--- config.mk ---
export PLATFORM = sky130hd
export DESIGN_NAME = ps2_host_tx
export DESIGN_NICKNAME = d
export VERILOG_FILES = /design/src/rtl/ps2_pkg.sv /design/src/rtl/ps2_line_sync.sv /design/src/rtl/ps2_host_tx.sv
export SDC_FILE = /design/constraint.sdc
export NUM_CORES = 1
export LEC_CHECK = 0
export ABC_AREA = 1
export CAP_MARGIN = 0
export CORE_MARGIN = 10
export CORE_UTILIZATION = 45
export CTS_CLUSTER_SIZE = 30
export DETAILED_ROUTE_END_ITERATION = 8
export GPL_ROUTABILITY_DRIVEN = 0
export MAX_ROUTING_LAYER = met4
export SLEW_MARGIN = 20
export SYNTH_ARGS = -nofsm -noshare
export SYNTH_HDL_FRONTEND = slang
export SYNTH_SLANG_ARGS = --single-unit
--- constraint.sdc ---
create_clock -name clk -period 1.9 [get_ports clk]
set_input_delay 0.19 -clock clk [delete_from_list [all_inputs] [get_ports clk]]
set_output_delay 0.19 -clock clk [all_outputs]
set_load 0.01 [all_outputs]
--- src/rtl/ps2_pkg.sv ---
// Shared PS/2 definitions: host-transmitter state encodings, frame geometry and command codes.
// Used by the host transmitter, the line synchroniser and the keyboard receiver.
`timescale 1ns/1ps
package ps2_pkg;

    typedef enum logic [2:0] {
        PS2TX_IDLE      = 3'd0,
        PS2TX_INHIBIT   = 3'd1,
        PS2TX_REQ       = 3'd2,
        PS2TX_SEND      = 3'd3,
        PS2TX_ACK       = 3'd4,
        PS2TX_WAIT_IDLE = 3'd5,
        PS2TX_FAIL      = 3'd6
    } ps2tx_state_t;

    // Debug view of the transmitter for checkers and waveforms.
    typedef struct packed {
        ps2tx_state_t state;
        logic [3:0]   edge_cnt;
        logic         clk_fall;
        logic         data_fall;
    } ps2tx_dbg_t;

    // start + 8 data + parity + stop
    localparam int PS2_FRAME_LEN = 11;
    // Falling edge on which the device drives its ACK bit.
    localparam int PS2_ACK_EDGE  = 11;
    // Falling edge that presents the stop bit.
    localparam int PS2_STOP_EDGE = PS2_ACK_EDGE - 1;

    localparam logic [7:0] PS2_CMD_SET_LED = 8'hED;
    localparam logic [7:0] PS2_CMD_RESET   = 8'hFF;
    localparam logic [7:0] PS2_CMD_ENABLE  = 8'hF4;

    // Bits shifted out after the start bit, LSB first: data, odd parity, stop.
    function automatic logic [9:0] ps2_tx_frame(input logic [7:0] b);
        return {1'b1, ~^b, b};
    endfunction

endpackage

--- src/rtl/ps2_line_sync.sv ---
// Synchroniser and falling-edge detector for the raw PS2_CLK / PS2_DATA lines.
// Edge flags assert one cycle after the synchronised level changes; SYNC_STAGES must be >= 2.
`timescale 1ns/1ps
module ps2_line_sync #(
    parameter int SYNC_STAGES = 2
) (
    input  logic clk,
    input  logic rst_n,
    input  logic ps2_clk,
    input  logic ps2_data,
    output logic clk_sync,
    output logic data_sync,
    output logic clk_fall,
    output logic data_fall
);

    logic [SYNC_STAGES-1:0] clk_ff;
    logic [SYNC_STAGES-1:0] data_ff;
    logic                   clk_prev;
    logic                   data_prev;

    // Idle PS/2 lines are pulled high, so the chain resets to 1 to avoid a spurious edge.
    always_ff @(posedge clk or negedge rst_n) begin
        if (!rst_n) begin
            clk_ff    <= '1;
            data_ff   <= '1;
            clk_prev  <= 1'b1;
            data_prev <= 1'b1;
            clk_fall  <= 1'b0;
            data_fall <= 1'b0;
        end else begin
            clk_ff    <= {clk_ff[SYNC_STAGES-2:0], ps2_clk};
            data_ff   <= {data_ff[SYNC_STAGES-2:0], ps2_data};
            clk_prev  <= clk_ff[SYNC_STAGES-1];
            data_prev <= data_ff[SYNC_STAGES-1];
            clk_fall  <= clk_prev & ~clk_ff[SYNC_STAGES-1];
            data_fall <= data_prev & ~data_ff[SYNC_STAGES-1];
        end
    end

    assign clk_sync  = clk_ff[SYNC_STAGES-1];
    assign data_sync = data_ff[SYNC_STAGES-1];

endmodule

--- src/rtl/ps2_host_tx.sv ---
// PS/2 host-to-device transmitter: inhibit, request-to-send, shift 10 bits on device clock, check ACK.
// Optional PS2_TX_RETRY_EN: the first failure silently retries the same byte once.
`timescale 1ns/1ps
module ps2_host_tx
    import ps2_pkg::*;
#(
    parameter int INHIBIT_CYCLES = 6000,
    parameter int TIMEOUT_CYCLES = 750000,
    parameter int SYNC_STAGES    = 2
) (
    input  logic       clk,
    input  logic       rst_n,
    input  logic [7:0] tx_data,
    input  logic       send,
    output logic       ready,
    output logic       tx_active,
    output logic       done,
    output logic       error,
    input  logic       ps2_clk,
    input  logic       ps2_data,
    output logic       ps2_clk_low,
    output logic       ps2_data_low,
    output ps2tx_dbg_t dbg
);

    logic clk_sync;
    logic data_sync;
    logic clk_fall;
    logic data_fall;

    ps2_line_sync #(.SYNC_STAGES(SYNC_STAGES)) u_sync (
        .clk       (clk),
        .rst_n     (rst_n),
        .ps2_clk   (ps2_clk),
        .ps2_data  (ps2_data),
        .clk_sync  (clk_sync),
        .data_sync (data_sync),
        .clk_fall  (clk_fall),
        .data_fall (data_fall)
    );

    ps2tx_state_t state_q, state_n;
    logic [31:0]  cnt_q, cnt_n;
    logic [3:0]   edge_q, edge_n;
    logic [9:0]   shreg_q, shreg_n;
    logic         drive_q, drive_n;
    logic         watchdog_hit;
`ifdef PS2_TX_RETRY_EN
    logic [7:0]   byte_q, byte_n;
    logic         retry_q, retry_n;
`endif

    always_ff @(posedge clk or negedge rst_n) begin
        if (!rst_n) begin
            state_q <= PS2TX_IDLE;
            cnt_q   <= '0;
            edge_q  <= '0;
            shreg_q <= '1;
            drive_q <= 1'b0;
`ifdef PS2_TX_RETRY_EN
            byte_q  <= '0;
            retry_q <= 1'b0;
`endif
        end else begin
            state_q <= state_n;
            cnt_q   <= cnt_n;
            edge_q  <= edge_n;
            shreg_q <= shreg_n;
            drive_q <= drive_n;
`ifdef PS2_TX_RETRY_EN
            byte_q  <= byte_n;
            retry_q <= retry_n;
`endif
        end
    end

    assign watchdog_hit = (cnt_q == 32'(TIMEOUT_CYCLES - 1));

    always_comb begin
        state_n = state_q;
        cnt_n   = cnt_q + 32'd1;
        edge_n  = edge_q;
        shreg_n = shreg_q;
        drive_n = drive_q;
        done    = 1'b0;
        error   = 1'b0;
`ifdef PS2_TX_RETRY_EN
        byte_n  = byte_q;
        retry_n = retry_q;
`endif
        case (state_q)
            PS2TX_IDLE: begin
                cnt_n   = '0;
                drive_n = 1'b0;
`ifdef PS2_TX_RETRY_EN
                retry_n = 1'b0;
                if (send) byte_n = tx_data;
`endif
                if (send) begin
                    shreg_n = ps2_tx_frame(tx_data);
                    edge_n  = '0;
                    state_n = PS2TX_INHIBIT;
                end
            end
            PS2TX_INHIBIT: begin
                if (cnt_q == 32'(INHIBIT_CYCLES - 1)) begin
                    drive_n = 1'b1;            // start bit goes out with the request
                    state_n = PS2TX_REQ;
                end
            end
            PS2TX_REQ, PS2TX_SEND: begin
                if (clk_fall) begin
                    cnt_n   = '0;
                    drive_n = ~shreg_q[0];
                    shreg_n = {1'b1, shreg_q[9:1]};
                    edge_n  = edge_q + 4'd1;
                    state_n = (edge_q == 4'(PS2_STOP_EDGE - 1)) ? PS2TX_ACK : PS2TX_SEND;
                end else if (watchdog_hit) begin
                    state_n = PS2TX_FAIL;
                end
            end
            PS2TX_ACK: begin
                if (clk_fall) begin
                    cnt_n   = '0;
                    edge_n  = edge_q + 4'd1;
                    state_n = data_sync ? PS2TX_FAIL : PS2TX_WAIT_IDLE;
                end else if (watchdog_hit) begin
                    state_n = PS2TX_FAIL;
                end
            end
            PS2TX_WAIT_IDLE: begin
                if (clk_sync && data_sync) begin
                    done    = 1'b1;
                    state_n = PS2TX_IDLE;
                end else if (clk_fall) begin
                    cnt_n = '0;
                end else if (watchdog_hit) begin
                    state_n = PS2TX_FAIL;
                end
            end
            PS2TX_FAIL: begin
                drive_n = 1'b0;
`ifdef PS2_TX_RETRY_EN
                if (!retry_q) begin
                    retry_n = 1'b1;
                    shreg_n = ps2_tx_frame(byte_q);
                    edge_n  = '0;
                    state_n = PS2TX_INHIBIT;
                end else begin
                    error   = 1'b1;
                    state_n = PS2TX_IDLE;
                end
`else
                error   = 1'b1;
                state_n = PS2TX_IDLE;
`endif
            end
            default: begin
                state_n = PS2TX_IDLE;
            end
        endcase
        // The watchdog and inhibit timer restart on every state entry.
        if (state_n != state_q) cnt_n = '0;
    end

    assign ready        = (state_q == PS2TX_IDLE);
    assign tx_active    = ~ready;
    assign ps2_clk_low  = (state_q == PS2TX_INHIBIT);
    // Data is only ever driven while the host owns the frame bits.
    assign ps2_data_low = drive_q & ((state_q == PS2TX_REQ) || (state_q == PS2TX_SEND));

    assign dbg.state     = state_q;
    assign dbg.edge_cnt  = edge_q;
    assign dbg.clk_fall  = clk_fall;
    assign dbg.data_fall = data_fall;

endmodule

After elaboration in Yosys (flattened, before gate mapping). Index checks and enable logic that the tools add are counted.

Flip-flop bits (word level): 58. Word-level logic and storage cells: 73. Output and inout port bits: 15. Bits of input ports: 13.

Mux-type cells: 26. Bitwise gates (word level): 7. Add/subtract/negate cells: 2. Reductions and logical operators: 13. Equality and inequality tests: 14.

Operator list (number): 2-to-1 mux 32 bit (3); one-hot mux 32 bit (3 select lines) (1); adder 32 x 1 -> 32 bit (second input constant) (1); == test 32 x 13 -> 1 bit (second input constant) (1); == test 32 x 20 -> 1 bit (second input constant) (1); 2-to-1 mux 3 bit (8); 2-to-1 mux 10 bit (2); one-hot mux 10 bit (2 select lines) (1); one-hot mux 3 bit (5 select lines) (1); == test 3 bit (second input constant) (3); AND reduction 3 bit (3); 2-to-1 mux 4 bit (2); one-hot mux 4 bit (2 select lines) (1); XNOR reduction 8 bit (1); == test 3 x 2 -> 1 bit (second input constant) (2); inequality test 2 x 1 -> 1 bit (second input constant) (3); 2-to-1 mux 1 bit (5); adder 4 x 1 -> 4 bit (second input constant) (1); == test 4 bit (second input constant) (1); NOT 1 bit (4); nonzero test 2 bit (2); OR reduction 2 bit (2); AND 1 bit (3); == test 3 x 1 -> 1 bit (second input constant) (1); 9 further kinds (9).

Depth between registers and ports, before layout.
Depth in word-level cells: 7. Gate-level depth with buffers: 13. Mapped depth without buffers: 12.

Hierarchy. Synthesis repeated with hierarchy kept, for this count alone.

Cells, all modules: 418. Area, all modules: 3378.2 um^2.

Modules (own cells, without submodules): ps2_host_tx (area each 3150.5 um^2, instances 1, seq. area each 1237.4 um^2, cells an instance 406); ps2_line_sync (area each 227.7 um^2, instances 1, seq. area each 207.7 um^2, cells an instance 12).

Least setup slack after synthesis. Ideal clock, no wire load.

Path type: reg2reg. Start point: reg state_q[2]. End point: reg shreg_q[8]. Data arrival time: 1.635 ns. Stages on the path, launching flop included: 9. Buffers on the path: 1. Setup slack: 0.187 ns. Required time: 1.822 ns. Period minus slack after synthesis: 1.713 ns. Setup time: 0.078 ns. Cells stage by stage: dfrtp_1 nor3_2 inv_2 or2_1 nand2_1 nor3_2 buf_6 o22ai_1 inv_1.

Elaborated cells on any way between the ends: 9. Those cells by class: eq/ne (4); mux (1); reduce/logical (4).

RTL lines: from (decl) (RTL line ps2_host_tx.sv:42) `ps2tx_state_t state_q, state_n;`; from (signal assigned) (RTL line ps2_host_tx.sv:65) `state_q <= state_n;`; logical NOT 3 bit *; net ready (RTL line ps2_host_tx.sv:15) `output logic ready,`; inequality test 2 bit (no source line) / nonzero test 2 bit (equally long branches); AND reduction 3 bit (no source line); to (signal assigned) (RTL line ps2_host_tx.sv:68) `shreg_q <= shreg_n;`; to (decl) (RTL line ps2_host_tx.sv:45) `logic [9:0] shreg_q, shreg_n;`.

Mark *: on every way through the listed nets, which the timed path passes. The rest lies on a longest branch. A chain may end at the register's enable or synchronous reset.

Worst setup path after layout.
Start point: reg cnt_q[0]. End point: reg cnt_q[13].

Cells in the longest elaborated chain, start to end: 7. Elaborated cells on any way between the ends: 15. Those cells by class: add/sub (1); eq/ne (3); mux (11).

Ends and longest elaborated chain: from (decl) (RTL line ps2_host_tx.sv:43) `logic [31:0] cnt_q, cnt_n;`; from (signal assigned) (RTL line ps2_host_tx.sv:66) `cnt_q <= cnt_n;`; == test 32 x 20 -> 1 bit (RTL line ps2_host_tx.sv:77) `assign watchdog_hit = (cnt_q == 32'(TIMEOUT_CYCLES - 1));`; 2-to-1 mux 3 bit (RTL line ps2_host_tx.sv:118, ps2_host_tx.sv:127, ps2_host_tx.sv:137); 2-to-1 mux 3 bit (RTL line ps2_host_tx.sv:135) `end else if (clk_fall) begin`; 2-to-1 mux 3 bit (RTL line ps2_host_tx.sv:132) `if (clk_sync && data_sync) begin`; one-hot mux 3 bit (5 select lines) * (RTL line ps2_host_tx.sv:91) `case (state_q)`; net state_n[1] (RTL line ps2_host_tx.sv:42); inequality test 3 bit * (RTL line ps2_host_tx.sv:163) `if (state_n != state_q) cnt_n = '0;`; 2-to-1 mux 32 bit * (RTL line ps2_host_tx.sv:163); net cnt_n[13] (RTL line ps2_host_tx.sv:43).

Marks and branches as above.

==> out/metrics.cfg <==
[run_status]
status=finished clean

[synth]
ys_types=36
yosys_register_bits=57
synth_area_mm2=0.00331
synthCells=413
synth-edff-count=0
syn_area_per_cell_um2=8.01
synth-main-ff-cell=dfrtp_1
ys_warn_count=0
synthArstFlopShare=1.00
synth_nets=429
synth_seq_area_share=0.437

[global_routing]
grt_antenna_before_repair=0
grt_pass1_vias=2813
grt_max_degree=41
grt_pass1_wl_um=13200
gr-usage-all-layers=0.147
overflow=0

[worst_setup_path]
crit_fanout=5
path_cells=ha_2 > nand2_2 > nor2_4 > nand3_2 > nor2_2 > nand2_2 > nand2_1 > nand2_1 > nand3_2 > nand2_2 > nand3_4 > clkbuf_16 > nor2_1
crit_path_start_kind=flip-flop
slowest_delay_ps=370
path_common_cell=nand2_2
crit_path_top_delay_cell=dfrtp_1
arrival_ps=2110
critPathRequiredTime_ps=2120
path_class=flip-flop to flip-flop
cp-end-kind=flip-flop

[clock_network]
cts_buffer_depth=2
root_buffer=clkbuf_8
cts.clk_slew.worst_paths_ps=70
ctsHtreeMaxLevel=3
clock_latency_ps=330
cts_buffers=9
cts_tree=built
clkSinkCount=57

[sta]
slew_headroom=0.622
setup_tns_ps=0
min_period_ps=1880
drv_slew=0
period_share=0.991
worst_pin_slew_ps=565
final.setup.worst_slack_ps=16.7
fmax_mhz=531
whs_ps=259
fin_skew_ps=5.80
hold_violations=0
rsz0062_at_grt=true
setup_viol=0

[floorplanning]
pin_count=28
chipHeight_um=106
rows=31
die_area_mm2=0.0112
initial_utilization=0.458
die_w_um=106
coreArea_mm2=0.00721

[cells_and_area]
final_cell_mix=nand2_1 (82), inv_1 (49), nor2_1 (40)
num_antenna_cells=0
area_growth_pct=28.3
nNetsFinal=491
layout_commonest_cell=nand2_1
design_area_mm2=0.00424
fin_util=0.588
instances_no_fill=579
drive_gt1_frac=0.252

[place]
dp.cells=556
placed_cell_area_mm2=0.00386
place_ws_ps=2.79
dp_hpwl_um=5820
port_buffers=27

[pwr]
power_density_mw_per_mm2=602
p_total_mw=2.55
p_leak_nw=1.90
ir_worst_vdd_mv=0.343

[drt]
drc_errors=0
drt_iter0_drc=122
ant_nets=0
wl_per_cell_um=14.0
routed-via-count=2830
first_pass_iters=4
drt_wl_total_um=8080
vias_per_cell=4.89

[job]
maxCapViolCount=0

[min_path]
hold_class=input port to flip-flop

## metal layers
metal,part of all wire,track usage
met1,0.48,0.193
met2,0.46,0.220
met3,0.044,0.0250
met4,0.012,0.0561
met5,0,-
## worst max-delay path, delay by kind of cell (launching register included)
family,cells,cell delay (ps)
buffers and inverters,1,190
AND/OR/NAND/NOR,11,970
adder cells (fa/ha/maj),1,230
flip-flops,1,370
## repair_timing
action / in CTS / in global routing
hold buffers: 1 / 0
pin swaps: 0 / 2
setup endpoints to repair: 5 / 43
setup buffers: 1 / 3
gates cloned: 0 / 2
hold endpoints to repair: 16 / 0
resized for setup: 6 / 22
## worst paths after layout
| path | start | endpoint | slack [ps] | cells past startpoint |
|---|---|---|---|---|
| worst max-delay path | cnt_q[0]$_DFF_PN0_ | cnt_q[13]$_DFF_PN0_ | 20 | 13 |
| worst min-delay path | ps2_clk | u_sync.clk_ff[0]$_DFF_PN1_ | 260 | 1 |
| min in group asynchronous | rst_n | cnt_q[27]$_DFF_PN0_ | 330 | 2 |
| worst min register to register | u_sync.clk_ff[0]$_DFF_PN1_ | u_sync.clk_ff[1]$_DFF_PN1_ | 360 | 0 |
| worst max register to register | cnt_q[0]$_DFF_PN0_ | cnt_q[13]$_DFF_PN0_ | 20 | 13 |
| max in group asynchronous | rst_n | u_sync.clk_ff[0]$_DFF_PN1_ | 930 | 3 |
## power breakdown
group,leakage [nW],internal [mW],switching [mW]
sequential,0.708,1.23,0.00658
combinational,1.09,0.0495,0.0488
clock,0.104,0.719,0.503
## sequential cells by signal, summed over array words and instances, names as in the netlist
signal / cells
u_sync.clk_ff: 2
u_sync.clk_fall: 1
cnt_q: 32
edge_q: 4
drive_q: 1
u_sync.data_prev: 1
u_sync.data_ff: 2
u_sync.clk_prev: 1
u_sync.data_fall: 1
shreg_q: 9
state_q: 3
## logic make-up (layout without fill, tap and decap cells)
group / count (synthesis) / in the layout / synth area share
adders and majority gates: 3 / 3 / 0.0114
buffers and inverters: 64 / 131 / 0.0840
AOI/OAI and AO/OA: 33 / 33 / 0.0598
DFF: 57 / 57 / 0.437
muxes: 1 / 1 / 0.00303
xor gates and xnor gates: 34 / 34 / 0.0900
and+or+nand+nor: 221 / 221 / 0.315
## Yosys cell counts, types with 2 or more instances
cell / instances / share of area
ha_1: 3 / 0.011
buf_4: 2 / 0.0045
dfstp_2: 15 / 0.12
nand4_1: 6 / 0.011
nand2_1: 86 / 0.098
nand2_2: 2 / 0.0038
nor2_1: 46 / 0.052
or2_1: 2 / 0.0038
xnor2_1: 11 / 0.029
nand3_1: 18 / 0.027
nor3_1: 21 / 0.032
o21ai_0: 13 / 0.020
inv_1: 52 / 0.059
buf_6: 4 / 0.014
inv_2: 5 / 0.0057
dfrtp_1: 42 / 0.32
o211ai_1: 9 / 0.020
xor2_1: 23 / 0.061
nor4_1: 6 / 0.011
nor3_2: 3 / 0.0091
a21oi_1: 5 / 0.0076
nor2_2: 24 / 0.045
o22ai_1: 2 / 0.0038
## final cells by class
cell class              instances  area (um2)
fillers                       696        2970
clock inverters                 4        50.0
clock buffers                  12         166
flip-flops and latches         57        1450
well taps                      99         124
inverters                      57         214
multi-input cells             292        1660
repair buffers                 58         583
Power figures use the tool's default switching activity.
